===== src/rtl/golden_nonce_queue.sv =====
// Golden-nonce FIFO feeding serial_transmit one word per send/busy handshake.
// Optional duplicate suppression is enabled by defining CONFIG_NONCE_DEDUP_EN.
module golden_nonce_queue #(
    parameter int          DEPTH        = 16,
    parameter int          ADDR_W       = 4,
    parameter logic [31:0] NONCE_OFFSET = 32'd0,
    parameter logic [2:0]  BUSY_WAIT    = 3'd4
) (
    input  logic              clk,
    input  logic              reset,
    input  logic [31:0]       nonce_in,
    input  logic              nonce_valid,
    input  logic              tx_busy,
    output logic              tx_send,
    output logic [31:0]       tx_word,
    output logic [ADDR_W:0]   fifo_count,
    output logic              empty,
    output logic [7:0]        overflow_cnt
);
    localparam logic [1:0] IDLE      = 2'd0;
    localparam logic [1:0] WAIT_BUSY = 2'd1;
    localparam logic [1:0] WAIT_DONE = 2'd2;
    localparam logic [ADDR_W:0] FULL = (ADDR_W+1)'(DEPTH);

    logic [31:0]       mem [DEPTH];
    logic [ADDR_W-1:0] wr_ptr, rd_ptr;
    logic [ADDR_W:0]   count;
    logic [1:0]        state;
    logic [2:0]        wait_cnt;
    logic [31:0]       adj;
    logic              pop, push, drop, dup;

    assign adj = nonce_in - NONCE_OFFSET;
    assign pop = (state == IDLE) && (count != '0) && !tx_busy;
    // A pop frees a slot in the same cycle, so a full FIFO can still accept.
    assign push = nonce_valid && !dup && ((count < FULL) || pop);
    assign drop = nonce_valid && !dup && !push;

`ifdef CONFIG_NONCE_DEDUP_EN
    logic [31:0] last_adj;
    logic        last_vld;

    assign dup = nonce_valid && last_vld && (adj == last_adj);

    always_ff @(posedge clk or posedge reset) begin
        if (reset) begin
            last_adj <= '0;
            last_vld <= 1'b0;
        end else if (push) begin
            last_adj <= adj;
            last_vld <= 1'b1;
        end
    end
`else
    assign dup = 1'b0;
`endif

    always_ff @(posedge clk) begin
        if (push) mem[wr_ptr] <= adj;
    end

    always_ff @(posedge clk or posedge reset) begin
        if (reset) begin
            wr_ptr       <= '0;
            rd_ptr       <= '0;
            count        <= '0;
            overflow_cnt <= '0;
            state        <= IDLE;
            wait_cnt     <= '0;
            tx_send      <= 1'b0;
            tx_word      <= '0;
        end else begin
            tx_send <= 1'b0;
            if (push) wr_ptr <= wr_ptr + 1'b1;
            if (pop)  rd_ptr <= rd_ptr + 1'b1;
            case ({push, pop})
                2'b10:   count <= count + 1'b1;
                2'b01:   count <= count - 1'b1;
                default: count <= count;
            endcase
            if (drop && overflow_cnt != 8'hFF) overflow_cnt <= overflow_cnt + 1'b1;

            case (state)
                IDLE: begin
                    if (pop) begin
                        tx_send  <= 1'b1;
                        tx_word  <= mem[rd_ptr];
                        wait_cnt <= '0;
                        state    <= WAIT_BUSY;
                    end
                end
                WAIT_BUSY: begin
                    // A word whose busy never rises is considered sent; no retry.
                    if (tx_busy)                             state <= WAIT_DONE;
                    else if (wait_cnt == BUSY_WAIT - 3'd1)   state <= IDLE;
                    else                                     wait_cnt <= wait_cnt + 1'b1;
                end
                WAIT_DONE: begin
                    if (!tx_busy) state <= IDLE;
                end
                default: state <= IDLE;
            endcase
        end
    end

    assign fifo_count = count;
    assign empty      = (count == '0);
endmodule


===== config.mk =====
export PLATFORM = sky130hd
export DESIGN_NAME = golden_nonce_queue
export DESIGN_NICKNAME = d
export VERILOG_FILES = /design/src/rtl/golden_nonce_queue.sv
export SDC_FILE = /design/constraint.sdc
export NUM_CORES = 1
export LEC_CHECK = 0
export CAP_MARGIN = 5
export CORE_MARGIN = 2
export CORE_UTILIZATION = 60
export CTS_BUF_LIST = sky130_fd_sc_hd__clkbuf_4 sky130_fd_sc_hd__clkbuf_8
export DETAILED_ROUTE_END_ITERATION = 6
export DONT_BUFFER_PORTS = 1
export PLACE_DENSITY = 0.82
export SYNTH_ARGS = -nofsm -noshare
export SYNTH_HDL_FRONTEND = slang
export SYNTH_SLANG_ARGS = --single-unit

===== constraint.sdc =====
create_clock -name clk -period 5.47 [get_ports clk]
set_input_delay 1.094 -clock clk [delete_from_list [all_inputs] [get_ports clk]]
set_output_delay 1.094 -clock clk [all_outputs]
set_load 0.01 [all_outputs]

==> results.tsv, run 1 <==
stage	metric	value	unit
die	die area	0.0378	mm2
synth	Synth async-reset ratio	10.3	%
setup_path	Critical Path RT	5.98	ns
placement	DP HPWL	24100	um
timing	clock skew	0.0215	ns
outcome	status	complete, but fails checks	
synth	Synth Cell Area	0.0217	mm2
die	Die W	194	um
grt	grt total ovfl	0	
detailed_routing	total wire length	43400	um
detailed_routing	routed via count	10200	
job	max-cap viol count	0	
cells_and_area	Final nets	1109	
hold_path	Tightest Hold Check Type	in2async	
timing	# setup viols final	0	
synth	Synth Area in XOR/XNOR	0.645	%
timing	final hold vios	0	
setup_path	Most Frequent Cell on Critical Path	ha_1	
setup_path	crit path cell chain	or4_1, nor2_2, or2_4, inv_1, ha_1, ha_1, nor2b_1, o21ai_0, a21oi_1, or3b_2, xnor2_1	
timing	Slew HR	17.0	%
timing	Worst Tran Pin Value	1.24	ns
timing	fin crit period	3.27	ns
clocking	Max Buffers Root-to-Sink	3	
clocking	TritonCTS Buffers	89	
setup_path	Arrival @ worst endpoint	3.78	ns
detailed_routing	post-DR wirelength/cell	27.2	um
cells_and_area	layout cell share with drive strength beyond 1	31.5	%
timing	RSZ-0062 raised after global routing	false	
grt	largest net degree at the start of global routing	67	
synth	post-synthesis adder-cell area fraction	0.783	%
synth	Ys Warns	0	
cells_and_area	synthesis-to-layout area growth	11.5	%
pwr	Pleak	7.87	nW
synth	simple-gate area share of the yosys netlist	1.54	%
die	die height	194	um
synth	post-synthesis mux area share	15.2	%
die	Initial Utilization	61.0	%
synth	number of flops mapped to enable cells by yosys	512	
detailed_routing	drt via density	6.40	
placement	gpl congestion	0.756	
cells_and_area	Final Util	68.0	%
clocking	CTS Root Cell	clkbuf_8	
timing	worst hold margin	0.330	ns
die	FP Rows	69	
clocking	CTS tree	done	
clocking	Post-CTS Setup Bufs	0	
synth	Syn Area/Cell	21.7	um2
timing	Final period util	59.8	%
placement	# port buffers	0	
detailed_routing	antenna-violating nets left	0	
synth	ys flop type	edfxtp_1	
grt	first-pass GRT wire length	67100	um
setup_path	Reg2Reg Depth	11	
clocking	H-tree levels	3	
setup_path	nature of the critical path endpoint	register	
placement	Setup Slack @ Placement	1.63	ns
synth	largest family of logic cells by synthesized area	multiplexers	
detailed_routing	Post-route DRC	9	
detailed_routing	Starting DRT DRC Count	941	
die	IO Pins	83	
synth	sequential fraction of the synthesis area	77.5	%
timing	setup TNS	0	ns
setup_path	reg-to-reg setup timing slack	2.20	ns
setup_path	Max stage delay on crit path	0.56	ns
synth	Net Count, Synth	1050	
timing	fin worst setup slack	2.20	ns
timing	maximum clock frequency	306	MHz
clocking	post-CTS sizing	0	
synth	Synth Area in Compound Gates	2.75	%
pwr	Power Dens Cells	514	mW/mm2
setup_path	Startpoint Class	register	
synth	register bit count reported by yosys	571	
clocking	clk sink count	571	
clocking	clock-pin slew on the worst setup and hold paths	0.06	ns
detailed_routing	TritonRoute pass-1 iters	7	
clocking	Clock Latency Late Sink	0.64	ns
grt	number of global-route vias before repair	11000	
grt	Total GRT Usage	24.0	%
grt	antenna violations before repair	1	
synth	Yosys cell types	40	
cells_and_area	antenna diode count	0	
clocking	cts hold-fix bufs	0	
outcome	failing checks	design-rule violations	
timing	Slew Viols, Final	0	
setup_path	Setup CP Type	reg2reg	
synth	Syn Inst Count	1001	
pwr	Max VDD drop	355	uV
setup_path	crit-path max FO	12	
setup_path	CP max stage cell	or4_1	
die	Placeable Area	0.0357	mm2
-- where the power goes --
group / leakage [nW] / switching, W / internal [W]
logic: 1.56 / 0.00147 / 0.00142
registers: 5.31 / 0.000530 / 0.00530
clock network: 1.00 / 0.00162 / 0.00211
total: 7.87 / 0.00362 / 0.00883
-- layout by cell type (no fill, tap or decap), types with 16 or more instances in the layout --
cell,netlist,final
a21oi_1,30,30
buf_4,3,19
clkbuf_4,0,24
clkbuf_8,0,102
clkinv_2,0,16
dfrtp_1,59,56
edfxtp_1,512,512
mux2_2,30,30
mux4_2,128,128
nand2_1,21,21
o22ai_1,56,56
-- per-layer routing --
metal	track usage (%)	share of wire (%)	vias up
li1	-	-	4284
met1	31.8	39	5384
met2	39.1	51	468
met3	6.52	8.5	73
met4	8.63	2.0	2
met5	0	0.048	-
-- layout make-up --
cell class                      instances  area (um2)
Sequential cell                       571       16900
Multi-Input combinational cell        364        4660
Clock buffer                          126        1580
Tap cell                              461         577
Inverter                               13        52.6
Fill cell                            2090       11400
Clock inverter                         40         320
Timing Repair Buffer                   21         183
-- sequential cells by signal (all words and copies together), names as in the netlist --
signal / flops
state: 2
tx_send: 1
overflow_cnt: 8
wait_cnt: 3
fifo_count: 5
mem: 512
wr_ptr: 4
rd_ptr: 4
tx_word: 32
-- cells by family after synthesis --
group / after synthesis
AO/OA/AOI/OAI: 100
multiplexers: 167
XOR/XNOR: 16
adder cells (fa/ha/maj): 13
buffers and inverters: 66
AND/OR/NAND/NOR: 68
flip-flops: 571
-- cells in the mapped netlist, types with 5 or more instances --
| master | count | share of area (%) |
|---|---|---|
| nor3_1 | 5 | 0.12 |
| o21ai_0 | 7 | 0.16 |
| clkbuf_1 | 20 | 0.35 |
| buf_6 | 7 | 0.36 |
| xnor2_1 | 9 | 0.36 |
| inv_1 | 12 | 0.21 |
| xor2_1 | 7 | 0.28 |
| dfrtp_1 | 59 | 6.8 |
| edfxtp_1 | 512 | 71 |
| ha_1 | 12 | 0.69 |
| o22ai_1 | 56 | 1.6 |
| mux2_2 | 30 | 1.6 |
| buf_1 | 6 | 0.10 |
| nand3_1 | 8 | 0.18 |
| mux2i_1 | 9 | 0.41 |
| buf_2 | 17 | 0.39 |
| a21oi_1 | 30 | 0.69 |
| nand2_1 | 21 | 0.36 |
| mux4_2 | 128 | 13 |
| nor2_1 | 15 | 0.26 |
-- critical path: cells and delay by family, from the launching register on --
| family | cells | cell delay (ns) |
|---|---|---|
| simple gates | 5 | 1.58 |
| fa+ha+maj | 2 | 0.58 |
| flops | 1 | 0.47 |
| buf+inv | 1 | 0.06 |
| compound gates | 2 | 0.32 |
| xor+xnor | 1 | 0.13 |
-- final timing paths --
path / start / endpoint
setup reg to reg: fifo_count[0] / fifo_count[4]
max in group asynchronous: reset / rd_ptr[2]
hold / removal: reset / tx_word[21]
hold reg to reg: wait_cnt[1] / wait_cnt[1]
min in group clk: wait_cnt[1] / wait_cnt[1]
setup / recovery: fifo_count[0] / fifo_count[4]
-- per-stage QoR --
stage	power [W]	std cells	area, um2
2_1_floorplan	0.00804	1001	21700
3_3_place_gp	0.00872	1430	22300
3_5_place_dp	0.00882	1430	22300
4_1_cts	0.0126	1596	24200
5_1_grt	0.0130	1596	24200
6_report	0.0125	1596	24200
Note: power is estimated with default switching activity, not from simulation.
==> run 2: changes to the inputs <==
--- a/config.mk
+++ b/config.mk
@@ -7,11 +7,11 @@
 export LEC_CHECK = 0
 export CAP_MARGIN = 5
 export CORE_MARGIN = 2
-export CORE_UTILIZATION = 60
+export CORE_UTILIZATION = 59
 export CTS_BUF_LIST = sky130_fd_sc_hd__clkbuf_4 sky130_fd_sc_hd__clkbuf_8
 export DETAILED_ROUTE_END_ITERATION = 6
 export DONT_BUFFER_PORTS = 1
-export PLACE_DENSITY = 0.82
+export PLACE_DENSITY = 0.84
 export SYNTH_ARGS = -nofsm -noshare
 export SYNTH_HDL_FRONTEND = slang
 export SYNTH_SLANG_ARGS = --single-unit
==> constraint.sdc (replaced) <==
create_clock -name clk -period 3 [get_ports clk]
set_input_delay 0.6 -clock clk [delete_from_list [all_inputs] [get_ports clk]]
set_output_delay 0.6 -clock clk [all_outputs]
set_load 0.01 [all_outputs]
==> results.tsv, run 2 (same netlist as run 1, synthesis figures left out) <==
stage	metric	value	unit
outcome	status	finished clean	
clocking	CTS tree	done	
pwr	switching part of the total	29.3	%
timing	clock skew	0.0315	ns
cells_and_area	Final nets	1148	
placement	gpl congestion	0.752	
die	die height	196	um
pwr	Power Dens Cells	932	mW/mm2
grt	grt total ovfl	0	
hold_path	hold path depth	0	
cells_and_area	filler instances	2063	
die	IO Pins	83	
clocking	TritonCTS Buffers	86	
detailed_routing	drt via density	6.50	
die	Placeable Area	0.0364	mm2
cells_and_area	final instance count without filler cells	1638	
setup_path	Arrival @ worst endpoint	3.28	ns
die	FP Rows	70	
detailed_routing	total wire length	46200	um
detailed_routing	highest routed layer	met4	
detailed_routing	M1 WL	16800	um
cells_and_area	Largest register FFs	512	
timing	# setup viols final	0	
clocking	Max Buffers Root-to-Sink	3	
clocking	post-CTS sizing	0	
clocking	clock-pin slew on the worst setup and hold paths	0.06	ns
hold_path	Tightest Hold Check Type	in2reg	
cells_and_area	synthesis-to-layout area growth	13.9	%
pwr	Gate power share	25.9	%
cells_and_area	FF/Latch Area	0.0169	mm2
timing	final hold vios	0	
timing	Slew HR	59.0	%
clocking	clk sink count	571	
timing	RSZ-0062 raised after global routing	false	
detailed_routing	routed via count	10600	
detailed_routing	post-DR wirelength/cell	28.2	um
timing	fin crit period	2.74	ns
setup_path	Critical Path RT	3.53	ns
pwr	P_sw	0.00676	W
setup_path	RR Startpoint	state[0]	
setup_path	reg-to-reg setup timing slack	0.26	ns
timing	Worst Tran Pin Value	0.614	ns
pwr	internal power	0.0163	W
cells_and_area	area of the multi-input gates	0.00471	mm2
hold_path	Hold EP	mem[0][11]	
pwr	Max VDD drop	572	uV
setup_path	crit-path max FO	4	
placement	Placed Cells	1473	
cells_and_area	commonest cells after routing, fill and taps aside	edfxtp_1, mux4_2, clkbuf_8, o22ai_1, dfrtp_1	
cells_and_area	layout cell share with drive strength beyond 1	33.6	%
job	max-cap viol count	0	
detailed_routing	Starting DRT DRC Count	1095	
cells_and_area	most common cell after layout, fill and taps aside	edfxtp_1	
grt	largest net degree at the start of global routing	46	
clocking	Clock Latency Late Sink	0.65	ns
detailed_routing	Post-route DRC	0	
setup_path	nature of the critical path endpoint	register	
placement	DP HPWL	26200	um
clocking	CTS Root Cell	clkbuf_8	
cells_and_area	Largest Register	mem	
detailed_routing	antenna-violating nets left	0	
die	die area	0.0384	mm2
die	Die W	196	um
timing	Slew Viols, Final	0	
cells_and_area	Top Registers	mem: 512 flops, tx_word: 32 flops, overflow_cnt: 8 flops	
cells_and_area	Final Util	68.0	%
pwr	Clock Power Share	28.5	%
detailed_routing	TritonRoute pass-1 iters	5	
cells_and_area	antenna diode count	0	
detailed_routing	metal2 WL	23400	um
setup_path	Reg-to-Reg End	fifo_count[4]	
hold_path	hold_sp	nonce_in[11]	
setup_path	Reg2Reg Depth	11	
pwr	Flop pwr share	45.7	%
setup_path	Worst setup startpoint	state[0]	
grt	Total GRT Usage	24.9	%
die	Initial Utilization	59.7	%
setup_path	Startpoint Class	register	
grt	antenna violations before repair	0	
timing	worst hold margin	0.0415	ns
clocking	H-tree levels	3	
timing	Final period util	91.5	%
pwr	Pleak	8.11	nW
placement	# port buffers	0	
grt	number of global-route vias before repair	11400	
setup_path	Setup CP Type	reg2reg	
timing	maximum clock frequency	364	MHz
detailed_routing	met3 wire length	4660	um
grt	first-pass GRT wire length	68900	um
run 2: cell types whose count changed in the layout (fill, tap and decap cells not counted), sizes merged:
cell         delta
buf            +36
inv             +6
bufinv          -1
dlygate4sd3     +6
clkbuf          +2
clkinvlp        -3
clkinv         -11
run 2: worst max path at each step:
| stage | to | slack [ns] | depth (start not counted) |
|---|---|---|---|
| 2_1_floorplan | mem[15][0] | -0.25 | 4 |
| 3_3_place_gp | fifo_count[4] | 0.1 | 11 |
| 3_5_place_dp | fifo_count[4] | 0.09 | 11 |
| 4_1_cts | fifo_count[4] | 0.23 | 11 |
| 5_1_grt | fifo_count[4] | 0.12 | 11 |
| 6_report | fifo_count[4] | 0.26 | 11 |
run 2: power by group through the flow:
stage / Combinational (W) / Clock [W] / Sequential (W)
finish: 0.00597 / 0.00658 / 0.0105
global route: 0.00638 / 0.00699 / 0.0106
CTS: 0.00601 / 0.00667 / 0.0105
detailed placement: 0.00597 / 0 / 0.0107
global placement: 0.00575 / 0 / 0.0106
floorplan: 0.00445 / 0 / 0.0102
run 2: metal layers:
layer,GRT usage [%],vias to the layer above
li1,-,4379
met1,32.0,5524
met2,41.1,618
met3,6.58,125
met4,9.99,0
met5,0,-
run 2: area by class of cell:
| class | count | area share [%] |
|---|---|---|
| Sequential cell | 571 | 68.1 |
| Multi-Input combinational cell | 364 | 19.0 |
| Timing Repair Buffer | 63 | 2.98 |
| Clock inverter | 31 | 1.08 |
| Inverter | 13 | 0.207 |
| Clock buffer | 128 | 6.26 |
| Tap cell | 468 | 2.36 |
run 2: worst max-delay path, stage by stage, from the launching register on:
cell,delay [ns]
dfrtp_1,0.40
or3_4,0.40
or2_4,0.27
inv_1,0.06
ha_2,0.23
inv_2,0.07
fa_2,0.35
nor2b_1,0.12
o21ai_1,0.08
nand3_1,0.08
or3b_2,0.45
xnor2_1,0.13
run 2: metrics by stage:
step | setup TNS (ns) | setup slack [ns] | total power [W] | cell area, um2
after floorplan | -75.01 | -0.253 | 0.0147 | 21800
after global placement | 0 | 0.0953 | 0.0164 | 22900
after detailed placement | 0 | 0.0880 | 0.0167 | 22900
after global routing | 0 | 0.120 | 0.0240 | 24800
final | 0 | 0.256 | 0.0231 | 24800
after CTS | 0 | 0.226 | 0.0232 | 24700
run 2: what timing repair did:
action,4_1_cts,5_1_grt
hold buffers,1,5
buffers inserted,0,0
endpoints found under the hold margin,20,24
